--- src/rtl/shift_operand_sequencer.sv ---
// shift_operand_sequencer: computes the ARM data-processing second operand
// (val2) and the shifter carry-out. A narrow shift step of STEP_BITS
// positions is applied once per cycle, so no full barrel shifter is needed.
module shift_operand_sequencer #(
  parameter int STEP_BITS = 1
) (
  input  logic        clk,
  input  logic        rst_n,
  input  logic        start,
  input  logic        flush,
  input  logic [31:0] val_rm,
  input  logic [11:0] shift_operand,
  input  logic        los,
  input  logic        imm,
  input  logic        carry_in,
  output logic        busy,
  output logic        done,
  output logic [31:0] val2,
  output logic        carry_out
);

  localparam logic [1:0] ST_IDLE = 2'd0;
  localparam logic [1:0] ST_RUN  = 2'd1;
  localparam logic [1:0] ST_DONE = 2'd2;

  localparam logic [2:0] OP_LSL = 3'd0;
  localparam logic [2:0] OP_LSR = 3'd1;
  localparam logic [2:0] OP_ASR = 3'd2;
  localparam logic [2:0] OP_ROR = 3'd3;
  localparam logic [2:0] OP_RRX = 3'd4;

  localparam logic [5:0] STEP_MAX = 6'(STEP_BITS);

  logic [1:0]  state;
  logic [5:0]  cnt;
  logic [31:0] w;
  logic        c;
  logic [2:0]  op;
  logic        rrx_cin;

  logic        accept;
  logic [4:0]  amt;
  logic [31:0] ld_w;
  logic [5:0]  ld_cnt;
  logic [2:0]  ld_op;
  logic [5:0]  step_s;
  logic [32:0] step_res;

  // Apply up to STEP_BITS single-bit shifts; returns {carry, word}.
  // The carry is always the last bit shifted out (for ROR, the new bit 31).
  function automatic logic [32:0] shift_step(input logic [31:0] w_in,
                                             input logic        c_in,
                                             input logic [2:0]  op_in,
                                             input logic [5:0]  s,
                                             input logic        rrx_bit);
    logic [31:0]        x;
    logic signed [31:0] xs;
    logic               cy;
    x  = w_in;
    cy = c_in;
    for (int i = 0; i < STEP_BITS; i++) begin
      if (6'(i) < s) begin
        case (op_in)
          OP_LSL: begin cy = x[31]; x = {x[30:0], 1'b0}; end
          OP_LSR: begin cy = x[0];  x = {1'b0, x[31:1]}; end
          OP_ASR: begin cy = x[0];  xs = $signed(x); xs = xs >>> 1; x = xs; end
          OP_ROR: begin cy = x[0];  x = {x[0], x[31:1]}; end
          default: begin cy = x[0]; x = {rrx_bit, x[31:1]}; end
        endcase
      end
    end
    return {cy, x};
  endfunction

  assign accept   = start && !flush && ((state == ST_IDLE) || (state == ST_DONE));
  assign amt      = shift_operand[11:7];
  assign busy     = (state == ST_RUN);
  assign step_s   = (cnt < STEP_MAX) ? cnt : STEP_MAX;
  assign step_res = shift_step(w, c, op, step_s, rrx_cin);

  // Decode the instruction operand field into working word, count and op.
  always_comb begin
    ld_w   = val_rm;
    ld_cnt = 6'd0;
    ld_op  = OP_LSL;
    if (los) begin
      ld_w = {20'b0, shift_operand};
    end else if (imm) begin
      ld_w   = {24'b0, shift_operand[7:0]};
      ld_cnt = {1'b0, shift_operand[11:8], 1'b0};
      ld_op  = OP_ROR;
    end else begin
      case (shift_operand[6:5])
        2'b00: begin ld_op = OP_LSL; ld_cnt = {1'b0, amt}; end
        2'b01: begin ld_op = OP_LSR; ld_cnt = (amt == 5'd0) ? 6'd32 : {1'b0, amt}; end
        2'b10: begin ld_op = OP_ASR; ld_cnt = (amt == 5'd0) ? 6'd32 : {1'b0, amt}; end
        default: begin
          if (amt == 5'd0) begin ld_op = OP_RRX; ld_cnt = 6'd1; end
          else             begin ld_op = OP_ROR; ld_cnt = {1'b0, amt}; end
        end
      endcase
    end
  end

  // Working datapath: load on accept, then one shift step per RUN cycle.
  always_ff @(posedge clk) begin
    if (accept) begin
      w       <= ld_w;
      c       <= carry_in;
      op      <= ld_op;
      rrx_cin <= carry_in;
    end else if ((state == ST_RUN) && (cnt != 6'd0)) begin
      c <= step_res[32];
      w <= step_res[31:0];
    end
  end

  // Sequencer control and result registers.
  always_ff @(posedge clk or negedge rst_n) begin
    if (!rst_n) begin
      state     <= ST_IDLE;
      cnt       <= 6'd0;
      done      <= 1'b0;
      val2      <= 32'd0;
      carry_out <= 1'b0;
    end else begin
      done <= 1'b0;
      if (flush) begin
        state <= ST_IDLE;
        cnt   <= 6'd0;
      end else begin
        case (state)
          ST_IDLE: begin
            if (start) begin
              state <= ST_RUN;
              cnt   <= ld_cnt;
            end
          end
          ST_RUN: begin
            if (cnt == 6'd0) begin
              val2      <= w;
              carry_out <= c;
              done      <= 1'b1;
              state     <= ST_DONE;
            end else begin
              cnt <= cnt - step_s;
            end
          end
          ST_DONE: begin
            if (start) begin
              state <= ST_RUN;
              cnt   <= ld_cnt;
            end else begin
              state <= ST_IDLE;
            end
          end
          default: state <= ST_IDLE;
        endcase
      end
    end
  end

endmodule

--- config.mk ---
export PLATFORM = sky130hd
export DESIGN_NAME = shift_operand_sequencer
export DESIGN_NICKNAME = d
export VERILOG_FILES = /design/src/rtl/shift_operand_sequencer.sv
export SDC_FILE = /design/constraint.sdc
export NUM_CORES = 1
export LEC_CHECK = 0
export BUFFER_PORTS_ARGS = -buffer_cell sky130_fd_sc_hd__buf_2
export CORE_MARGIN = 2
export CORE_UTILIZATION = 58
export DETAILED_ROUTE_END_ITERATION = 8
export PLACE_DENSITY_LB_ADDON = 0.3
export SKIP_LAST_GASP = 1
export SYNTH_ARGS = -nofsm -noshare
export SYNTH_HDL_FRONTEND = slang
export SYNTH_SLANG_ARGS = --single-unit
--- constraint.sdc ---
create_clock -name clk -period 3.36 [get_ports clk]
set_input_delay 0.672 -clock clk [delete_from_list [all_inputs] [get_ports clk]]
set_output_delay 0.672 -clock clk [all_outputs]
set_load 0.02 [all_outputs]
==> summary.txt, run 1 <==
STA
  • Final worst setup slack: 1110 ps
  • RSZ-0062 raised after global routing: no
  • Endpoints failing hold: 0
  • Slew Viols, Final: 0
  • Clk_skew: around 10 ps
  • Fmax: 0.445 GHz
  • Final number of setup-violating endpoints: 0
  • Setup TNS: 0 ps
  • Slew @ Worst Pin: 936 ps
  • Fin crit share: 0.669
  • Fin crit period: 2250 ps
  • Rel. slew slack: 0.373

Global route
  • Global-route wire length before repair: 13700 µm
  • Vias in the first global route: 2864
  • Total track usage: 0.240
  • Pin count of the biggest net entering global routing: 52
  • Initial antenna violation count: 0
  • Overflow left after global routing: 0

Clocking
  • Worst-path clk slew: approximately 80 ps
  • Clock Sinks: 79
  • Root buffer cell: clkbuf_8
  • Setup Fix Bufs, Post-CTS: 0
  • Clk Latency, worst-skew pair: 350 ps
  • H-tree depth: 3
  • Hold_buf cts: 0
  • Number of gates resized after CTS: 0
  • CTS buffer count: 9
  • Clk buf depth: 2
  • TritonCTS clock tree: built

Final layout
  • Design Area, Final: 0.00453 mm²
  • Layout fillers: a little under 500
  • Layout area overhead: 17.0%
  • ANT cells: 0
  • Layout cells sized above 1: 0.362
  • Layout Nets: ~460
  • Footprint of the multi-input gates: 0.00156 mm²
  • Reg area: 0.00216 mm²

Critical path
  • Worst setup SP type: flip-flop
  • Worst Setup Path Type: reg -> reg
  • Crit-path max FO: 51
  • CP Data Required Time: 3440 ps
  • WP data arrival: 2330 ps
  • Crit. End Element: flip-flop

Placement
  • Dpl ws: 911 ps
  • GPL Wtd Cong: between 0.8 and 0.9
  • DP Area: 0.00435 mm²
  • DP HPWL: about 5700 µm
  • Input/output buffers: 85

Route
  • Vias per inst: 5.98
  • Routed Antenna Nets: 0
  • Via count of the routed design: 2869
  • DR DRC count: 0
  • WL/cell: about 17 µm
  • 1st-pass router iterations: 4
  • Number of DRC markers in iteration 0: 174
  • Drt total wl: 8240 µm

Yosys
  • Largest family of logic cells by synthesized area: multiplexers
  • Synth async-reset ratio: 0.532
  • Synth Area per Inst: 12.2 µm²
  • Post-synth EDFFs: 37
  • Ys flop type: dfrtp_1
  • Synthesized net count: about 370
  • Cell Area, Synth: 0.00387 mm²
  • YS warnings: 0
  • Yosys reg bits: a little under 80
  • Compound-Gate Fraction of Synth Area: 0.122
  • Mux share of post-synthesis cell area: 0.161
  • Post-synthesis sequential area ratio: 0.559
  • Yosys cell types: 40
  • Cell count after synthesis: 316
  • Simple-gate share of the synthesized area: 0.0935
  • Xor-xnor portion of the synthesized cell area: 0.00453
  • Synth Area in Adders: 0.0194

Flow run
  • Max-Cap Viols: 0

Status
  • Run status: finished clean

Die
  • Chip height: 85.7 µm
  • Row count: 29
  • CORE AREA: 0.00639 mm²
  • I/O pins: 86
  • Die width: 85.7 µm
  • Die area: 0.00734 mm²
  • Starting density of the core: 0.606

Hold path
  • HP Class: in -> async

Power and ir drop
  • P_leak: 1.92 nW
  • Pwr dens: 671 mW/mm²
  • Worst VDD drop: 0.512 mV
path summary, 6_finish.rpt:
| kind | start | end | slack, ps | cells past startpoint |
|---|---|---|---|---|
| min | rst_n | val2[4]$_DFFE_PN0P_ | 460 | 1 |
| min reg2reg | c$_DFFE_PP_ | carry_out$_DFFE_PN0P_ | 490 | 1 |
| max reg2reg | state[0]$_DFFE_PN0P_ | w[0]$_DFFE_PP_ | 1110 | 7 |
| max in group asynchronous | rst_n | cnt[0]$_DFFE_PN0P_ | 2320 | 1 |
| min in group clk | c$_DFFE_PP_ | carry_out$_DFFE_PN0P_ | 490 | 1 |
| max | state[0]$_DFFE_PN0P_ | w[0]$_DFFE_PP_ | 1110 | 7 |
per-layer routing:
metal	wire length (µm)	global-route usage	vias to the layer above
met4	162	0.0938	0
met1	3580	0.328	1396
met5	0	0	-
li1	-	-	1347
met2	3910	0.373	107
met3	583	0.0587	19
cell type report:
type	count	area share
clock buffer	11	0.0290
clock inverter	4	0.0108
inverter	11	0.00912
multi-input combinational	206	0.344
sequential	79	0.478
tap	77	0.0213
timing repair buffer	92	0.108
cell usage after synthesis, drive strengths merged (5+ instances only):
cell / number / area [µm²]
a211oi: 8 / 60.1
a21oi: 10 / 50.1
a221oi: 5 / 61.3
a31oi: 7 / 43.8
buf: 11 / 83.8
clkbuf: 9 / 33.8
dfrtp: 42 / 1050
edfxtp: 37 / 1110
ha: 6 / 75.1
inv: 11 / 41.3
mux2: 33 / 372
mux2i: 25 / 250
nand2: 19 / 71.3
nand3: 23 / 120
nor2: 7 / 26.3
nor2b: 7 / 43.8
o21ai: 25 / 125
o2bb2ai: 5 / 43.8
where the power goes:
group	switching (mW)	internal (mW)	leakage, nW
clock	0.337	0.339	0.0931
sequential	0.142	1.29	0.867
combinational	0.539	0.392	0.956
worst max-delay path, stage by stage (launching register included):
cell      delay [ps]
dfrtp_1          500
inv_1            170
nand3b_1         360
inv_1            460
buf_12           270
nor2_1            70
nand2_1           90
o21ai_0           70
registers in the layout, indices dropped and copies added, names as in the netlist:
| signal | cells |
|---|---|
| rrx_cin | 1 |
| val2 | 32 |
| cnt | 6 |
| done | 1 |
| c | 1 |
| op | 3 |
| carry_out | 1 |
| w | 32 |
| state | 2 |
logic make-up after synthesis:
kind of cell,count (synthesis)
buffers and inverters,31
adder cells (fa/ha/maj),6
AO/OA/AOI/OAI,71
XOR/XNOR,2
multiplexers,58
AND/OR/NAND/NOR,69
flip-flops,79
metrics by stage:
step	total power, mW	hold slack [ps]	cells	util
after floorplan	2.05	376	316	-
after global placement	2.36	461	465	0.680
after detailed placement	2.39	480	465	0.680
after CTS	3.05	489	480	0.709
after global routing	3.20	503	480	0.709
final	3.04	457	480	0.709
placed cells by master, fill, tap and decap left out, types with 2 or more instances in the layout:
master      n
buf_4       6
a211oi_1    8
o21ai_0    25
clkinv_2    2
mux2_2     33
inv_1      11
nand3_1    22
clkbuf_8    9
nand2_1    19
a22oi_1     4
mux2i_1    25
edfxtp_1   37
nor3b_1     2
xor2_1      2
dfrtp_1    42
nor2_1      6
ha_1        6
buf_2      85
o2bb2ai_1   5
nor2b_1     7
o31ai_1     2
a31oi_1     7
a21oi_1    10
nor3_1      2
clkbuf_1    2
a221oi_1    4
(Power assumes the default switching activity.)
==> run 2, diff against run 1 <==
--- a/config.mk
+++ b/config.mk
@@ -7,7 +7,7 @@
 export LEC_CHECK = 0
 export BUFFER_PORTS_ARGS = -buffer_cell sky130_fd_sc_hd__buf_2
 export CORE_MARGIN = 2
-export CORE_UTILIZATION = 58
+export CORE_UTILIZATION = 49
 export DETAILED_ROUTE_END_ITERATION = 8
 export PLACE_DENSITY_LB_ADDON = 0.3
 export SKIP_LAST_GASP = 1
==> constraint.sdc (replaced) <==
create_clock -name clk -period 2 [get_ports clk]
set_input_delay 0.4 -clock clk [delete_from_list [all_inputs] [get_ports clk]]
set_output_delay 0.4 -clock clk [all_outputs]
set_load 0.02 [all_outputs]
==> run 2 against run 1 <==
Clock power rose by 67%. Via count shrank 1.2%. Final area grew 2.0%. Critical path depth did not move. Total power rose by 68%. Non-clock buffer count rose by 7. Register-to-register slack lost 970 ps. First-iteration DRC count down 20%. Setup slack worse by 970 ps.
==> summary.txt, run 2 (same netlist as run 1, synthesis figures left out) <==
Status
  • Run status: finished clean

Power and ir drop
  • Pwr dens: ~1100 mW/mm²
  • P_leak: 1.94 nW
  • Total power: 5.10 mW
  • Worst VDD drop: 0.432 mV

Route
  • DR DRC count: 0
  • WL/cell: 15.9 µm
  • Routed Antenna Nets: 0
  • Vias per inst: 5.52
  • Drt total wl: 8140 µm
  • 1st-pass router iterations: 4
  • Routed wl met3: just under 400 µm
  • Met2 WL post-DR: 3840 µm
  • Number of DRC markers in iteration 0: 139
  • Via count of the routed design: 2834
  • Highest Signal Layer: met4
  • Metal-1 WL: about 3800 µm

STA
  • Rel. slew slack: 0.633
  • Final worst setup slack: 141 ps
  • Fin crit period: 1860 ps
  • Fin crit share: 0.930
  • Slew @ Worst Pin: 551 ps
  • Endpoints failing hold: 0
  • RSZ-0062 raised after global routing: no
  • Fmax: about 0.54 GHz
  • Setup TNS: 0 ps
  • Slew Viols, Final: 0
  • Final number of setup-violating endpoints: 0
  • Hold_ws: 114 ps
  • Clk_skew: roughly 14 ps

Clocking
  • CTS buffer count: 9
  • Hold_buf cts: 0
  • Setup Fix Bufs, Post-CTS: 0
  • Root buffer cell: clkbuf_8
  • Number of gates resized after CTS: 0
  • Worst-path clk slew: approximately 80 ps
  • Clk Latency, worst-skew pair: 350 ps
  • H-tree depth: 3
  • TritonCTS clock tree: built
  • Clk buf depth: 2
  • Clock Sinks: 79

Placement
  • DP HPWL: approximately 5800 µm
  • GPL Wtd Cong: 0.890
  • Dpl ws: roughly 170 ps
  • Input/output buffers: 85
  • DP Area: 0.00443 mm²

Final layout
  • Most frequent cells in the layout: buf_2, dfrtp_1, edfxtp_1, mux2_2
  • Largest registers: val2 (32), w (32), cnt (6)
  • Layout Nets: 463
  • Layout fillers: 662
  • Layout area overhead: 19.4%
  • Layout cells sized above 1: 0.375
  • Commonest non-fill, non-tap cell in the layout: buf_2
  • ANT cells: 0
  • Design Area, Final: roughly 0.0046 mm²

Die
  • Die area: 0.00862 mm²
  • I/O pins: 86
  • Die width: 92.9 µm
  • CORE AREA: 0.00769 mm²
  • Starting density of the core: 0.503
  • Chip height: 92.9 µm
  • Row count: 32

Critical path
  • Crit-path max FO: 5
  • Worst Setup Path Type: reg -> reg
  • WP data arrival: 2090 ps
  • Crit. End Element: flip-flop
  • Worst Reg-to-Reg Cells: 7
  • CP Data Required Time: roughly 2200 ps
  • Worst setup SP type: flip-flop

Global route
  • Total track usage: 0.199
  • Overflow left after global routing: 0
  • Pin count of the biggest net entering global routing: 43
  • Initial antenna violation count: 0
  • Vias in the first global route: ~2.8k
  • Global-route wire length before repair: 13300 µm

Hold path
  • HP Class: in -> async

Flow run
  • Max-Cap Viols: 0
## run 2: cell count changes in the layout (fill, tap and decap cells not counted)
cell and change:
buf_4 +7, clkinv_1 +2, bufinv_16 -1, clkbuf_16 +1, clkbuf_8 +1, clkinv_2 -1, clkinv_4 -1, clkinvlp_4 +1
inv_1 -1, nand2_1 -1, nand2_2 +1
## run 2: final timing paths
| path | to | slack [ps] | start |
|---|---|---|---|
| setup / recovery | cnt[4]$_DFFE_PN0P_ | 140 | cnt[4]$_DFFE_PN0P_ |
| hold / removal | val2[28]$_DFFE_PN0P_ | 110 | rst_n |
| setup reg to reg | cnt[4]$_DFFE_PN0P_ | 140 | cnt[4]$_DFFE_PN0P_ |
| hold reg to reg | carry_out$_DFFE_PN0P_ | 500 | c$_DFFE_PP_ |
| max in group asynchronous | state[0]$_DFFE_PN0P_ | 1490 | rst_n |
| min in group clk | rrx_cin$_DFFE_PP_ | 250 | carry_in |
## run 2: layer usage
layer  vias to the layer above  global-route usage
li1                       1356                   -
met1                      1388               0.281
met2                        81               0.306
met3                         9              0.0480
met4                         0              0.0625
met5                         -                   0
## run 2: cell type report
type	instances	area [µm²]	area share
clock inverter	3	16.3	0.00352
timing repair buffer	99	543	0.118
inverter	11	41.3	0.00894
multi-input combinational	206	1560	0.337
clock buffer	13	170	0.0368
sequential	79	2160	0.468
tap	102	128	0.0276
## run 2: critical path, stage by stage (launching register included)
cell	delay [ps]
dfrtp_1	450
nor4_4	360
a21oi_1	160
ha_1	230
nor3b_1	150
xor2_1	150
a22oi_1	150
o2bb2ai_1	100
## run 2: power by group
part	leakage [nW]	switching [mW]	internal, mW	total [mW]
clock	0.0922	0.576	0.556	1.13
combinational	0.983	0.909	0.670	1.58
sequential	0.867	0.226	2.16	2.39
## run 2: stage by stage
| step | utilization | instances |
|---|---|---|
| after floorplan | - | 316 |
| after global placement | 0.576 | 497 |
| after detailed placement | 0.576 | 497 |
| after CTS | 0.601 | 513 |
| after global routing | 0.601 | 513 |
| final | 0.601 | 513 |
